<file path="src/rtl/fp_add_pipe.sv">
// Three-stage pipelined IEEE-754 adder/subtractor with valid/ready handshake,
// round-to-nearest-even, subnormal/Inf/NaN handling and per-result exception flags.
module fp_add_pipe #(
    parameter int EXP_W = 5,
    parameter int MAN_W = 10,
    parameter int TAG_W = 4,
    localparam int FP_W = 1 + EXP_W + MAN_W
) (
    input  logic             clk,
    input  logic             rst,
    input  logic             in_valid,
    output logic             in_ready,
    input  logic [FP_W-1:0]  in_a,
    input  logic [FP_W-1:0]  in_b,
    input  logic             in_sub,
    input  logic [TAG_W-1:0] in_tag,
    output logic             out_valid,
    input  logic             out_ready,
    output logic [FP_W-1:0]  out_res,
    output logic [TAG_W-1:0] out_tag,
    output logic             out_ovf,
    output logic             out_inv,
    output logic             out_inx
);
    localparam int SW  = MAN_W + 4;
    localparam int LZW = $clog2(SW + 1);
    localparam int EW1 = EXP_W + 1;
    localparam logic [FP_W-1:0] QNAN = {1'b0, {EXP_W{1'b1}}, 1'b1, {(MAN_W-1){1'b0}}};

    logic adv;
    assign adv      = ~out_valid | out_ready;
    assign in_ready = adv;

    // ---------------- S1: unpack, order by magnitude, align ----------------
    logic             sa, sb, nan_a, nan_b, inf_a, inf_b, a_big;
    logic [EXP_W-1:0] xa, xb, ea, eb, l_exp, s_exp, d;
    logic [MAN_W:0]   ma, mb, l_sig, s_sig;
    logic             l_sgn, s_sgn;
    logic [2*SW-1:0]  sh_full;
    logic [SW-1:0]    al_small;
    logic             spc, spc_inv;
    logic [FP_W-1:0]  spc_res;

    always_comb begin
        sa    = in_a[FP_W-1];
        sb    = in_b[FP_W-1] ^ in_sub;
        xa    = in_a[FP_W-2:MAN_W];
        xb    = in_b[FP_W-2:MAN_W];
        ea    = (xa == '0) ? EXP_W'(1) : xa;
        eb    = (xb == '0) ? EXP_W'(1) : xb;
        ma    = {xa != '0, in_a[MAN_W-1:0]};
        mb    = {xb != '0, in_b[MAN_W-1:0]};
        nan_a = (xa == '1) && (in_a[MAN_W-1:0] != '0);
        nan_b = (xb == '1) && (in_b[MAN_W-1:0] != '0);
        inf_a = (xa == '1) && (in_a[MAN_W-1:0] == '0);
        inf_b = (xb == '1) && (in_b[MAN_W-1:0] == '0);
        a_big = {ea, ma} >= {eb, mb};
        if (a_big) begin
            l_sgn = sa; l_exp = ea; l_sig = ma;
            s_sgn = sb; s_exp = eb; s_sig = mb;
        end else begin
            l_sgn = sb; l_exp = eb; l_sig = mb;
            s_sgn = sa; s_exp = ea; s_sig = ma;
        end
        d = l_exp - s_exp;
        // Shift into a double-width window so every dropped bit folds into sticky.
        sh_full = {s_sig, 3'b000, {SW{1'b0}}} >> d;
        if (32'(d) >= 32'(MAN_W + 3))
            al_small = {{(SW-1){1'b0}}, |s_sig};
        else
            al_small = sh_full[2*SW-1:SW] | {{(SW-1){1'b0}}, |sh_full[SW-1:0]};

        spc     = 1'b1;
        spc_inv = 1'b0;
        spc_res = QNAN;
        if (nan_a | nan_b)
            spc_inv = 1'b1;
        else if (inf_a & inf_b & (sa != sb))
            spc_inv = 1'b1;
        else if (inf_a)
            spc_res = {sa, {EXP_W{1'b1}}, {MAN_W{1'b0}}};
        else if (inf_b)
            spc_res = {sb, {EXP_W{1'b1}}, {MAN_W{1'b0}}};
        else
            spc = 1'b0;
    end

    logic             s1_valid, s1_sgn, s1_sub, s1_spc, s1_inv;
    logic [EXP_W-1:0] s1_exp;
    logic [SW-1:0]    s1_big, s1_small;
    logic [FP_W-1:0]  s1_spc_res;
    logic [TAG_W-1:0] s1_tag;

    always_ff @(posedge clk or posedge rst) begin
        if (rst) begin
            s1_valid   <= 1'b0;
            s1_sgn     <= 1'b0;
            s1_sub     <= 1'b0;
            s1_spc     <= 1'b0;
            s1_inv     <= 1'b0;
            s1_exp     <= '0;
            s1_big     <= '0;
            s1_small   <= '0;
            s1_spc_res <= '0;
            s1_tag     <= '0;
        end else if (adv) begin
            s1_valid   <= in_valid;
            s1_sgn     <= l_sgn;
            s1_sub     <= l_sgn ^ s_sgn;
            s1_spc     <= spc;
            s1_inv     <= spc_inv;
            s1_exp     <= l_exp;
            s1_big     <= {l_sig, 3'b000};
            s1_small   <= al_small;
            s1_spc_res <= spc_res;
            s1_tag     <= in_tag;
        end
    end

    // ---------------- S2: significand add/sub, leading-zero count ----------------
    logic [SW:0]    sum;
    logic [LZW-1:0] lzc;
    logic           z_sgn;

    always_comb begin
        sum = s1_sub ? ({1'b0, s1_big} - {1'b0, s1_small})
                     : ({1'b0, s1_big} + {1'b0, s1_small});
        lzc = LZW'(SW);
        for (int unsigned i = 0; i < SW; i++)
            if (sum[i]) lzc = LZW'(SW - 1 - i);
        // Exact cancellation gives +0; only (-0)+(-0) keeps the negative sign.
        z_sgn = (sum == '0) ? (s1_sgn & ~s1_sub) : s1_sgn;
    end

    logic             s2_valid, s2_sgn, s2_spc, s2_inv;
    logic [EXP_W-1:0] s2_exp;
    logic [SW:0]      s2_sum;
    logic [LZW-1:0]   s2_lzc;
    logic [FP_W-1:0]  s2_spc_res;
    logic [TAG_W-1:0] s2_tag;

    always_ff @(posedge clk or posedge rst) begin
        if (rst) begin
            s2_valid   <= 1'b0;
            s2_sgn     <= 1'b0;
            s2_spc     <= 1'b0;
            s2_inv     <= 1'b0;
            s2_exp     <= '0;
            s2_sum     <= '0;
            s2_lzc     <= '0;
            s2_spc_res <= '0;
            s2_tag     <= '0;
        end else if (adv) begin
            s2_valid   <= s1_valid;
            s2_sgn     <= z_sgn;
            s2_spc     <= s1_spc;
            s2_inv     <= s1_inv;
            s2_exp     <= s1_exp;
            s2_sum     <= sum;
            s2_lzc     <= lzc;
            s2_spc_res <= s1_spc_res;
            s2_tag     <= s1_tag;
        end
    end

    // ---------------- S3: normalise, round, pack, flags ----------------
    logic [SW-1:0]    m;
    logic [EW1-1:0]   e, e_fld;
    logic [EXP_W-1:0] max_sh;
    int unsigned      sh;
    logic             up, inx, ovf;
    logic [MAN_W+1:0] rnd;
    logic [FP_W-1:0]  res;
    logic [2:0]       flg;

    always_comb begin
        max_sh = s2_exp - EXP_W'(1);
        sh     = 0;
        if (s2_sum[SW]) begin
            m = s2_sum[SW:1] | {{(SW-1){1'b0}}, s2_sum[0]};
            e = {1'b0, s2_exp} + EW1'(1);
        end else begin
            // Left shift stops at exponent 1; anything left unnormalised is subnormal.
            sh = (32'(s2_lzc) < 32'(max_sh)) ? 32'(s2_lzc) : 32'(max_sh);
            m  = s2_sum[SW-1:0] << sh;
            e  = {1'b0, s2_exp} - EW1'(sh);
        end
        up    = m[2] & (m[1] | m[0] | m[3]);
        inx   = |m[2:0];
        rnd   = {1'b0, m[SW-1:3]} + (MAN_W+2)'(up);
        e_fld = (rnd[MAN_W+1] | rnd[MAN_W]) ? e + EW1'(rnd[MAN_W+1]) : '0;
        ovf   = e_fld >= EW1'({EXP_W{1'b1}});
        if (s2_spc) begin
            res = s2_spc_res;
            flg = {1'b0, s2_inv, 1'b0};
        end else if (ovf) begin
            res = {s2_sgn, {EXP_W{1'b1}}, {MAN_W{1'b0}}};
            flg = 3'b101;
        end else begin
            res = {s2_sgn, e_fld[EXP_W-1:0], rnd[MAN_W-1:0]};
            flg = {2'b00, inx};
        end
    end

    always_ff @(posedge clk or posedge rst) begin
        if (rst) begin
            out_valid <= 1'b0;
            out_res   <= '0;
            out_tag   <= '0;
            out_ovf   <= 1'b0;
            out_inv   <= 1'b0;
            out_inx   <= 1'b0;
        end else if (adv) begin
            out_valid <= s2_valid;
            out_res   <= res;
            out_tag   <= s2_tag;
            {out_ovf, out_inv, out_inx} <= flg;
        end
    end
endmodule

</file>
<file path="config.mk">
export PLATFORM = sky130hd
export DESIGN_NAME = fp_add_pipe
export DESIGN_NICKNAME = d
export VERILOG_FILES = /design/src/rtl/fp_add_pipe.sv
export SDC_FILE = /design/constraint.sdc
export NUM_CORES = 1
export LEC_CHECK = 0
export ABC_AREA = 1
export CAP_MARGIN = 40
export CORE_ASPECT_RATIO = 0.9
export CORE_MARGIN = 8
export CORE_UTILIZATION = 61
export DETAILED_ROUTE_END_ITERATION = 16
export PLACE_DENSITY = 0.84
export SLEW_MARGIN = 0
export SYNTH_ARGS = -nofsm -noshare
export SYNTH_HDL_FRONTEND = slang
export SYNTH_SLANG_ARGS = --single-unit
</file>
<file path="constraint.sdc">
create_clock -name clk -period 10.3 [get_ports clk]
set_clock_uncertainty 0.05 [all_clocks]
set_input_delay 1.545 -clock clk [delete_from_list [all_inputs] [get_ports clk]]
set_output_delay 1.545 -clock clk [all_outputs]
set_load 0.005 [all_outputs]
</file>
==> metrics.md, run 1 <==
| Metric | Value |
|---|---|
| Status | completed |
| Crit share post-route | ~60% |
| Iter 0 DRT Violations | ~860 |
| Fill cell count | around 1200 |
| Reg2reg setup slack | ~4600 ps |
| Hpwl dp | 16300 µm |
| Final TNS setup | 0 ps |
| Pleak | 0.00465 µW |
| Area delta synth->final | 12.0% |
| Fin util | 69.4% |
| Final net count | ~1400 |
| Number of max-cap violations | 0 |
| CTS H-Tree Depth | 3 |
| Hold-fix buffers, CTS | 0 |
| Largest cells by area after synthesis | dfrtp_1, nand2_1, ha_1 |
| Starting Density | 62.0% |
| Post-Synthesis Cells | ~1200 |
| CP Max Fanout | 16 |
| Fin Hold WS | roughly 420 ps |
| CP required | 10500 ps |
| Post-synth EDFFs | 0 |
| Reg-to-reg endpoint | out_res[0] |
| Count leader, synth | nand2_1 |
| Crit path DAT | approximately 6400 ps |
| Worst-path clk slew | ~80 ps |
| Setup violations, final | 0 |
| Die height | around 130 µm |
| Pins Over Slew Limit | 0 |
| # clock sinks | 101 |
| Avg WL per Cell | around 15 µm |
| CTS Root Cell | clkbuf_16 |
| FMAX | 161 MHz |
| Asr flop ratio synth | 100% |
| Hold_sp | s2_valid |
| Net Sw Frac | a little over half |
| Post-synthesis cell area | between 8000 and 9000 µm² |
| Combinational power share | 66.9% |
| Yosys top cell by area | dfrtp_1 |
| Hold EP | out_valid |
| Die W | ~140 µm |
| First-pass GRT wire length | ~36000 µm |
| Largest net degree at the start of global routing | 86 |
| Synth top area share | between 30% and 40% |
| Share of cells above drive strength 1 | 6.44% |
| Distinct cells, synth | 46 |
| Sequential-to-total area share from yosys stat | between 30% and 40% |
| Num ports | 66 |
| CTS tree | yes |
| Syn Area/Cell | roughly 6.6 µm² |
| DRT Wirelength | between 20000 and 25000 µm |
| Antenna-violating nets left | 0 |
| R2R cell count | 29 |
| Vias in the first global route | ~7400 |
| Setup bufs post-CTS | 0 |
| Hold path depth | 1 |
| N_diodes | 0 |
| Commonest cells in the netlist | nand2_1, inv_1, o21ai_0 |
| Pre-antenna DRT Iters | 6 |
| Setup Crit Path Kind | input pin to register |
| Syn nets | around 1300 |
| Worst-margin pin slew | 848 ps |
| Overall Global Routing Usage | between 20% and 30% |
| Internal Dissipation | 1440 µW |
| HP Class | register to register |
| Crit path launch type | input pin |
| Die area | 17400 µm² |
| Worst flop-to-flop path startpoint | s2_exp[0] |
| Cell area power density | approximately 330 nW/µm² |
| Vias | between 8000 and 9000 |
| Later-pin clock latency in the skew report | approximately 360 ps |
| Post-route DRC violation count | 0 |
| Grt total ovfl | 0 |
| Clock share of power | between 10 and 15% |
| Synth Register Bits | slightly above 100 |
| Switching power total | ~1600 µW |
| Vias per cell | 5.68 |
| Number of buffers created by CTS | 9 |
| Final Critical Period | between 6000 and 7000 ps |
| Sequential share of power | between 20 and 25% |
| CP endpoint kind | register |
| Clock buffer depth | 2 |
| # rows | 40 |
| Number of synthesis warnings | 0 |
| Core footprint | 13200 µm² |
| IO Port Bufs | between 60 and 70 |
| Slew HR | between 40% and 50% |
| Initial antenna violation count | 1 |
| Post_cts resized | 0 |
| Worst vdd ir | approximately 220 µV |
| Synth Flop Type | dfrtp_1 |
| Gpl congestion | 0.970 |
| RSZ-0062 raised after global routing | no |
| Hold Fails Final Rpt | 0 |
## power by group through the flow
stage	Sequential (µW)	Combinational, µW	Clock [µW]
final	667	2040	345
after global routing	682	2320	365
after CTS	665	2030	350
after detailed placement	670	2010	0
after global placement	666	1970	0
after floorplan	634	1570	0
## cell families (layout without fill, tap and decap cells)
family	count (synthesis)	count (layout)	share of synthesized area, %
xor+xnor	20	20	2.14
mux	1	1	0.122
buf+inv	193	230	9.23
flops	101	101	30.9
simple gates	659	659	35.2
compound gates	209	209	14.1
fa+ha+maj	53	53	8.28
## layout by cell type (no fill, tap or decap), types with 15 or more instances in the layout
cell type,Yosys,routed
xor2_1,15,15
nand2_1,394,394
o21ai_0,113,113
nand2_2,26,26
nor2_1,62,61
nand4_1,26,26
clkdlybuf4s50_1,0,65
ha_1,51,51
nand3_1,109,109
inv_1,138,137
a21oi_1,57,57
dfrtp_1,101,101
## area by class of cell
type / instances / area, µm² / area share [%]
multi-input combinational: 942 / 4910 / 53.6
inverter: 145 / 547 / 5.96
sequential: 101 / 2530 / 27.6
clock buffer: 9 / 225 / 2.46
clock inverter: 7 / 68.8 / 0.750
tap: 168 / 210 / 2.29
timing repair buffer: 69 / 681 / 7.42
## per-stage QoR
step                      total power, µW  worst slack (ps)  instances  instance area (µm²)
after global placement               2630              4020       1425                 8880
after CTS                            3040              4160       1441                 9170
after floorplan                      2200              5400       1236                 8190
after global routing                 3360              3600       1441                 9170
final                                3060              4080       1441                 9170
after detailed placement             2680              3780       1425                 8880
## state kept, by name (all words and copies together), names as in the netlist, 3 cells and up
signal / count
out_res: 16
s2_sum: 15
s1_small: 14
s1_big: 11
s1_exp: 5
s2_exp: 5
out_tag: 4
s1_tag: 4
s2_lzc: 4
s2_tag: 4
s1_spc_res: 3
s2_spc_res: 3
## layer usage
metal | global-route usage, % | up-vias | share of wire, %
li1 | - | 4092 | -
met1 | 33.5 | 3771 | 48
met2 | 37.7 | 285 | 44
met3 | 4.96 | 32 | 6.4
met4 | 6.07 | 2 | 1.2
met5 | 0 | - | 0.061
## critical path, cell delays in order
cell             delay [ps]
clkdlybuf4s50_1         520
inv_1                    80
nand4_1                 140
inv_1                    60
or2_2                   300
ha_1                    500
a21oi_1                 220
o21ai_0                 100
a21oi_1                 610
nand3_1                 190
inv_1                   150
nand2_1                  70
o21ai_1                  90
o31ai_1                 120
ha_1                    460
inv_1                   340
o21ai_0                 150
nand2_1                 120
nand2_1                  60
nor2_1                  120
nor2_1                   60
nor2_1                  110
nand3_1                  80
nand2_1                  70
nand2_1                  50
nand2_1                  50
a21oi_1                  60
## worst max path at each step
stage               slack (ps)  cells after the start  startpoint          end
finish                    4080                     27    in_a[12]  s1_small[0]
global route              3600                     27    in_a[12]  s1_small[0]
CTS                       4160                     27    in_a[12]  s1_small[0]
detailed placement        3780                     27    in_a[12]  s1_small[0]
global placement          4020                     27    in_a[11]  s1_small[0]
floorplan                 5400                     28    in_a[11]  s1_small[0]
Power figures use the tool's default switching activity.
==> inputs of run 2 (changes only) <==
--- a/config.mk
+++ b/config.mk
@@ -9,9 +9,9 @@
 export CAP_MARGIN = 40
 export CORE_ASPECT_RATIO = 0.9
 export CORE_MARGIN = 8
-export CORE_UTILIZATION = 61
+export CORE_UTILIZATION = 60
 export DETAILED_ROUTE_END_ITERATION = 16
-export PLACE_DENSITY = 0.84
+export PLACE_DENSITY = 0.83
 export SLEW_MARGIN = 0
 export SYNTH_ARGS = -nofsm -noshare
 export SYNTH_HDL_FRONTEND = slang
==> constraint.sdc (replaced) <==
create_clock -name clk -period 6 [get_ports clk]
set_clock_uncertainty 0.05 [all_clocks]
set_input_delay 0.9 -clock clk [delete_from_list [all_inputs] [get_ports clk]]
set_output_delay 0.9 -clock clk [all_outputs]
set_load 0.005 [all_outputs]
==> metrics.md, run 2 (same netlist as run 1, synthesis figures left out) <==
| Metric | Value |
|---|---|
| Initial antenna violation count | 0 (was 1) |
| Status | completed (unchanged) |
| Worst-path clk slew | 80 ps (about the same) |
| Worst-margin pin slew | 856 ps (was 848 ps) |
| Setup bufs post-CTS | 0 (unchanged) |
| Pins Over Slew Limit | 0 (unchanged) |
| Setup slack after layout | 532 ps (was 4080 ps) |
| Setup Crit Path Kind | register to register (was input pin to register) |
| Pleak | 0.00469 µW (was 0.00465 µW) |
| CTS Root Cell | clkbuf_16 (unchanged) |
| Die height | 127 µm (was 126 µm) |
| Post_cts resized | 0 (unchanged) |
| Num ports | 66 (unchanged) |
| Setup violations, final | 0 (unchanged) |
| FMAX | between 150 and 200 MHz |
| Starting Density | 61.3% (was 62.0%) |
| Number of buffers created by CTS | 9 (unchanged) |
| Crit share post-route | 91.1% |
| Net Sw Frac | 53.1% (was 53.0%) |
| Slowest stage delay, CP | 450 ps (was 610 ps) |
| Core footprint | 13400 µm² (was 13200 µm²) |
| Hold-fix buffers, CTS | 0 (unchanged) |
| Share of cells above drive strength 1 | 6.95% (was 6.44%) |
| Hpwl dp | 16700 µm (was 16300 µm) |
| N_diodes | 0 (unchanged) |
| Largest net degree at the start of global routing | 73 (was 86) |
| Largest Register | out_res (unchanged) |
| Slowest-stage cell, CP | o211ai_4 (was a21oi_1) |
| Most common cell after layout, fill and taps aside | nand2_1 (unchanged) |
| Iter 0 DRT Violations | 897 (was 861) |
| Later-pin clock latency in the skew report | 360 ps (about the same) |
| Hold Fails Final Rpt | 0 (unchanged) |
| Combinational power share | 67.0% (was 66.9%) |
| CP dominant cell by count | nand2_1 (unchanged) |
| Post-route DRC violation count | 0 (unchanged) |
| Die W | 139 µm (was 138 µm) |
| # clock sinks | 101 (unchanged) |
| Fin area | 9230 µm² (was 9170 µm²) |
| CTS H-Tree Depth | 3 (unchanged) |
| Clock share of power | 11.3% (about the same) |
| First-pass GRT wire length | 36400 µm (was 35700 µm) |
| Worst vdd ir | 288 µV (was 218 µV) |
| Total power | 5290 µW (was 3060 µW) |
| Vias in the first global route | 7490 (was 7385) |
| RSZ-0062 raised after global routing | no (unchanged) |
| Antenna-violating nets left | 0 (unchanged) |
| CP endpoint kind | register (unchanged) |
| Crit path DAT | 5720 ps (was 6420 ps) |
| CP Max Fanout | 19 (was 16) |
| Avg WL per Cell | 15.0 µm (was 14.8 µm) |
| Final Critical Period | 5470 ps |
| WP buf/inv | 3 (was 5) |
| Area delta synth->final | 12.7% (was 12.0%) |
| Dpl cell area | 8930 µm² (was 8880 µm²) |
| Top Family by Delay on Critical Path | simple AND/OR/NAND/NOR gates (unchanged) |
| HP Class | register to register (unchanged) |
| Max reg flops | 16 (unchanged) |
| Pre-antenna DRT Iters | 6 (unchanged) |
| Slew HR | 42.7% (was 43.3%) |
| CTS tree | yes (unchanged) |
| Die area | 17600 µm² (was 17400 µm²) |
| IO Port Bufs | 65 (unchanged) |
| Most frequent cells in the layout | nand2_1, inv_1, o21ai_0, nand3_1, dfrtp_1 (unchanged) |
| Gpl congestion | 0.951 (was 0.970) |
| Sequential share of power | 21.7% (was 21.8%) |
| Seq. cell area | 2530 µm² (unchanged) |
| Crit path launch type | register (was input pin) |
| DRT Wirelength | 21800 µm (was 21300 µm) |
| Grt total ovfl | 0 (unchanged) |
| Cell area power density | 574 nW/µm² (was 333 nW/µm²) |
| Number of max-cap violations | 0 (unchanged) |
| Internal Dissipation | 2480 µW (was 1440 µW) |
| Fill cell count | 1180 (was 1186) |
| CP required | 6250 ps (was 10500 ps) |
| Multi-input logic area | 4910 µm² (unchanged) |
| Vias per cell | 5.66 (was 5.68) |
| Largest regs | out_res x16, s2_sum x15, s1_small x14 (unchanged) |
| Clock buffer depth | 2 (unchanged) |
| Final net count | 1369 (was 1362) |
| Setup WS pre-CTS | 337 ps (was 3780 ps) |
| Final TNS setup | 0 ps (unchanged) |
| Vias | 8190 (was 8182) |
| # rows | 40 (unchanged) |
| Overall Global Routing Usage | 24.8% (was 24.2%) |
| Switching power total | 2810 µW (was 1620 µW) |
-- run 2: final timing paths --
kind | cells past startpoint | end | slack, ps | startpoint
max | 32 | out_res[0] | 530 | s2_exp[0]
min | 2 | out_res[2] | 430 | out_res[2]
max reg2reg | 32 | out_res[0] | 530 | s2_exp[0]
min reg2reg | 2 | out_res[2] | 430 | out_res[2]
max in group asynchronous | 3 | s1_small[7] | 3910 | rst
min in group asynchronous | 2 | out_tag[3] | 950 | rst
-- run 2: metal layers --
| metal | up-vias | wire [µm] | part of all wire (%) | track usage [%] |
|---|---|---|---|---|
| met5 | - | 0 | 0 | 0 |
| met2 | 290 | 9320 | 43 | 37.2 |
| met4 | 0 | 284 | 1.3 | 6.58 |
| met3 | 29 | 1550 | 7.1 | 4.69 |
| li1 | 4114 | - | - | - |
| met1 | 3757 | 10600 | 49 | 35.8 |
-- run 2: stage by stage --
stage / hold slack, ps / std cells / utilization, %
after floorplan: 384 / 1236 / -
after global placement: 398 / 1432 / 66.8
after detailed placement: 409 / 1432 / 66.8
after CTS: 431 / 1448 / 69.0
after global routing: 450 / 1448 / 69.0
final: 429 / 1448 / 69.0
-- run 2: worst min-delay path, stage by stage, from the launching register on --
cell,delay (ps)
dfrtp_1,340
nand2_1,50
nand2_1,50
-- run 2: cell type report --
class / count / area share, %
clock buffer: 9 / 2.44
sequential: 101 / 27.4
tap: 168 / 2.28
clock inverter: 7 / 0.746
timing repair buffer: 76 / 7.95
inverter: 145 / 5.93
multi-input combinational: 942 / 53.3
-- run 2: power by group through the flow --
stage          logic, µW  clock network (µW)  registers [µW]
2_1_floorplan       2690                   0            1090
3_3_place_gp        3400                   0            1140
3_5_place_dp        3480                   0            1150
4_1_cts             3520                 605            1140
5_1_grt             4010                 632            1170
6_report            3540                 597            1150
==> inputs of run 3 (changes only) <==
--- a/config.mk
+++ b/config.mk
@@ -9,10 +9,11 @@
 export CAP_MARGIN = 40
 export CORE_ASPECT_RATIO = 0.9
 export CORE_MARGIN = 8
-export CORE_UTILIZATION = 60
+export CORE_UTILIZATION = 61
 export DETAILED_ROUTE_END_ITERATION = 16
-export PLACE_DENSITY = 0.83
-export SLEW_MARGIN = 0
+export DONT_BUFFER_PORTS = 1
+export PLACE_DENSITY = 0.78
+export SLEW_MARGIN = 10
 export SYNTH_ARGS = -nofsm -noshare
 export SYNTH_HDL_FRONTEND = slang
 export SYNTH_SLANG_ARGS = --single-unit
==> metrics.md, run 3 (same netlist as run 1, synthesis figures left out) <==
| Metric | Value |
|---|---|
| Status | completed (unchanged) |
| R2R cell count | 29 (was 32) |
| Worst-margin pin slew | 800 ps (was 856 ps) |
| Largest net degree at the start of global routing | 73 (unchanged) |
| N_diodes | 0 (unchanged) |
| Starting Density | 62.0% (was 61.3%) |
| Setup violations, final | 0 (unchanged) |
| Post-route DRC violation count | 0 (unchanged) |
| FMAX | 182 MHz (was 183 MHz) |
| Final net count | 1301 (was 1369) |
| Area delta synth->final | 4.68% (was 12.7%) |
| Setup bufs post-CTS | 0 (unchanged) |
| Avg WL per Cell | 15.0 µm (about the same) |
| Pre-antenna DRT Iters | 5 (was 6) |
| Reg-to-reg endpoint | out_res[0] (unchanged) |
| Internal Dissipation | 2330 µW (was 2480 µW) |
| Max reg flops | 16 (unchanged) |
| CP dominant cell by count | nand2_1 (unchanged) |
| Cell area power density | 592 nW/µm² (was 574 nW/µm²) |
| Net Sw Frac | 54.0% (was 53.1%) |
| Hold-fix buffers, CTS | 0 (unchanged) |
| Clock share of power | 12.1% (was 11.3%) |
| Vias in the first global route | 7170 (was 7490) |
| Reg2reg setup slack | 500 ps (was 530 ps) |
| Setup crit start | s2_exp[0] (unchanged) |
| Share of cells above drive strength 1 | 7.10% (was 6.95%) |
| Grt total ovfl | 0 (unchanged) |
| Most common cell after layout, fill and taps aside | nand2_1 (unchanged) |
| Multi-input logic area | 4910 µm² (unchanged) |
| Hold Fails Final Rpt | 0 (unchanged) |
| Iter 0 DRT Violations | 747 (was 897) |
| Largest regs | out_res x16, s2_sum x15, s1_small x14 (unchanged) |
| CP endpoint kind | register (unchanged) |
| Num ports | 66 (unchanged) |
| Later-pin clock latency in the skew report | 360 ps (about the same) |
| CTS tree | yes (unchanged) |
| Clock buffer depth | 2 (unchanged) |
| Pleak | 0.00443 µW (was 0.00469 µW) |
| Vias per cell | 5.66 (about the same) |
| Seq. cell area | 2530 µm² (unchanged) |
| CTS H-Tree Depth | 3 (unchanged) |
| Pins Over Slew Limit | 0 (unchanged) |
| Worst vdd ir | 303 µV (was 288 µV) |
| CTS Root Cell | clkbuf_16 (unchanged) |
| Fin area | 8570 µm² (was 9230 µm²) |
| Fill cell count | 1267 (was 1180) |
| Number of max-cap violations | 0 (unchanged) |
| Worst-path clk slew | 80 ps (about the same) |
| Most frequent cells in the layout | nand2_1, inv_1, o21ai_0, nand3_1, dfrtp_1 (unchanged) |
| Slowest stage delay, CP | 530 ps (was 450 ps) |
| DRT Wirelength | 20600 µm (was 21800 µm) |
| Core footprint | 13200 µm² (was 13400 µm²) |
| Largest Register | out_res (unchanged) |
| Final Critical Period | 5500 ps (was 5470 ps) |
| Post_cts resized | 0 (unchanged) |
| Combinational power share | 64.9% (was 67.0%) |
| # rows | 40 (unchanged) |
| Crit path DAT | 5750 ps (was 5720 ps) |
| Crit path launch type | register (unchanged) |
| Antenna-violating nets left | 0 (unchanged) |
| CP Max Fanout | 14 (was 19) |
| Total power | 5070 µW (was 5290 µW) |
| Switching power total | 2740 µW (was 2810 µW) |
| IO Port Bufs | 0 (was 65) |
| Slowest-stage cell, CP | o21ai_2 (was o211ai_4) |
| Dpl cell area | 8260 µm² (was 8930 µm²) |
| Crit share post-route | 91.7% (was 91.1%) |
| Final TNS setup | 0 ps (unchanged) |
| Gpl congestion | 0.943 (was 0.951) |
| Worst flop-to-flop path startpoint | s2_exp[0] (unchanged) |
| Slew HR | 46.5% (was 42.7%) |
| Fin Hold WS | 409 ps (was 429 ps) |
| Number of buffers created by CTS | 9 (unchanged) |
| Die W | 138 µm (was 139 µm) |
| Sequential share of power | 23.1% (was 21.7%) |
| Hpwl dp | 16000 µm (was 16700 µm) |
| Die height | 126 µm (was 127 µm) |
| CP required | 6250 ps (about the same) |
| # clock sinks | 101 (unchanged) |
| Setup Crit Path Kind | register to register (unchanged) |
| Initial antenna violation count | 0 (unchanged) |
| Overall Global Routing Usage | 23.7% (was 24.8%) |
| HP Class | input pin to asynchronous set/reset pin (was register to register) |
| Die area | 17400 µm² (was 17600 µm²) |
| Vias | 7814 (was 8190) |
| First-pass GRT wire length | 35200 µm (was 36400 µm) |
| RSZ-0062 raised after global routing | no (unchanged) |
==> run 3: power groups by stage <==
stage	clock, µW	sequential (µW)	combinational, µW
floorplan	0	1090	2690
global placement	0	1180	3200
detailed placement	0	1180	3250
CTS	620	1170	3270
global route	646	1200	3760
finish	611	1170	3290
==> run 3: per-stage QoR <==
step | setup WS [ps] | instances | util, %
finish | 500 | 1380 | 64.9
global route | 95.6 | 1380 | 64.9
CTS | 557 | 1380 | 64.9
detailed placement | 584 | 1364 | 62.5
global placement | 627 | 1364 | 62.5
floorplan | 1460 | 1236 | -
==> run 3: worst max-delay path: cells and delay by family, from the launching register on <==
kind | cells | cell delay [ps]
buffers and inverters | 3 | 580
DFF | 1 | 420
adders and majority gates | 3 | 740
AOI/OAI and AO/OA | 5 | 1350
and+or+nand+nor | 16 | 1910
xor gates and xnor gates | 2 | 370
==> run 3: worst max path at each step <==
| stage | slack (ps) | endpoint |
|---|---|---|
| 2_1_floorplan | 1460 | out_res[0] |
| 3_3_place_gp | 630 | out_res[0] |
| 3_5_place_dp | 580 | out_res[0] |
| 4_1_cts | 560 | out_res[0] |
| 5_1_grt | 100 | out_res[4] |
| 6_report | 500 | out_res[0] |
==> run 3: final cells by class <==
type | instances | area share (%)
timing repair buffer | 8 | 0.701
clock inverter | 7 | 1.04
clock buffer | 9 | 2.63
inverter | 145 | 6.38
tap | 168 | 2.45
sequential | 101 | 29.5
multi-input combinational | 942 | 57.3
==> run 3: layer usage <==
layer | wire length (µm) | global-route usage [%] | share of wire (%)
met1 | 10200 | 35.0 | 49
met2 | 8790 | 34.7 | 43
met3 | 1410 | 5.03 | 6.8
met4 | 243 | 4.85 | 1.2
met5 | 0 | 0 | 0
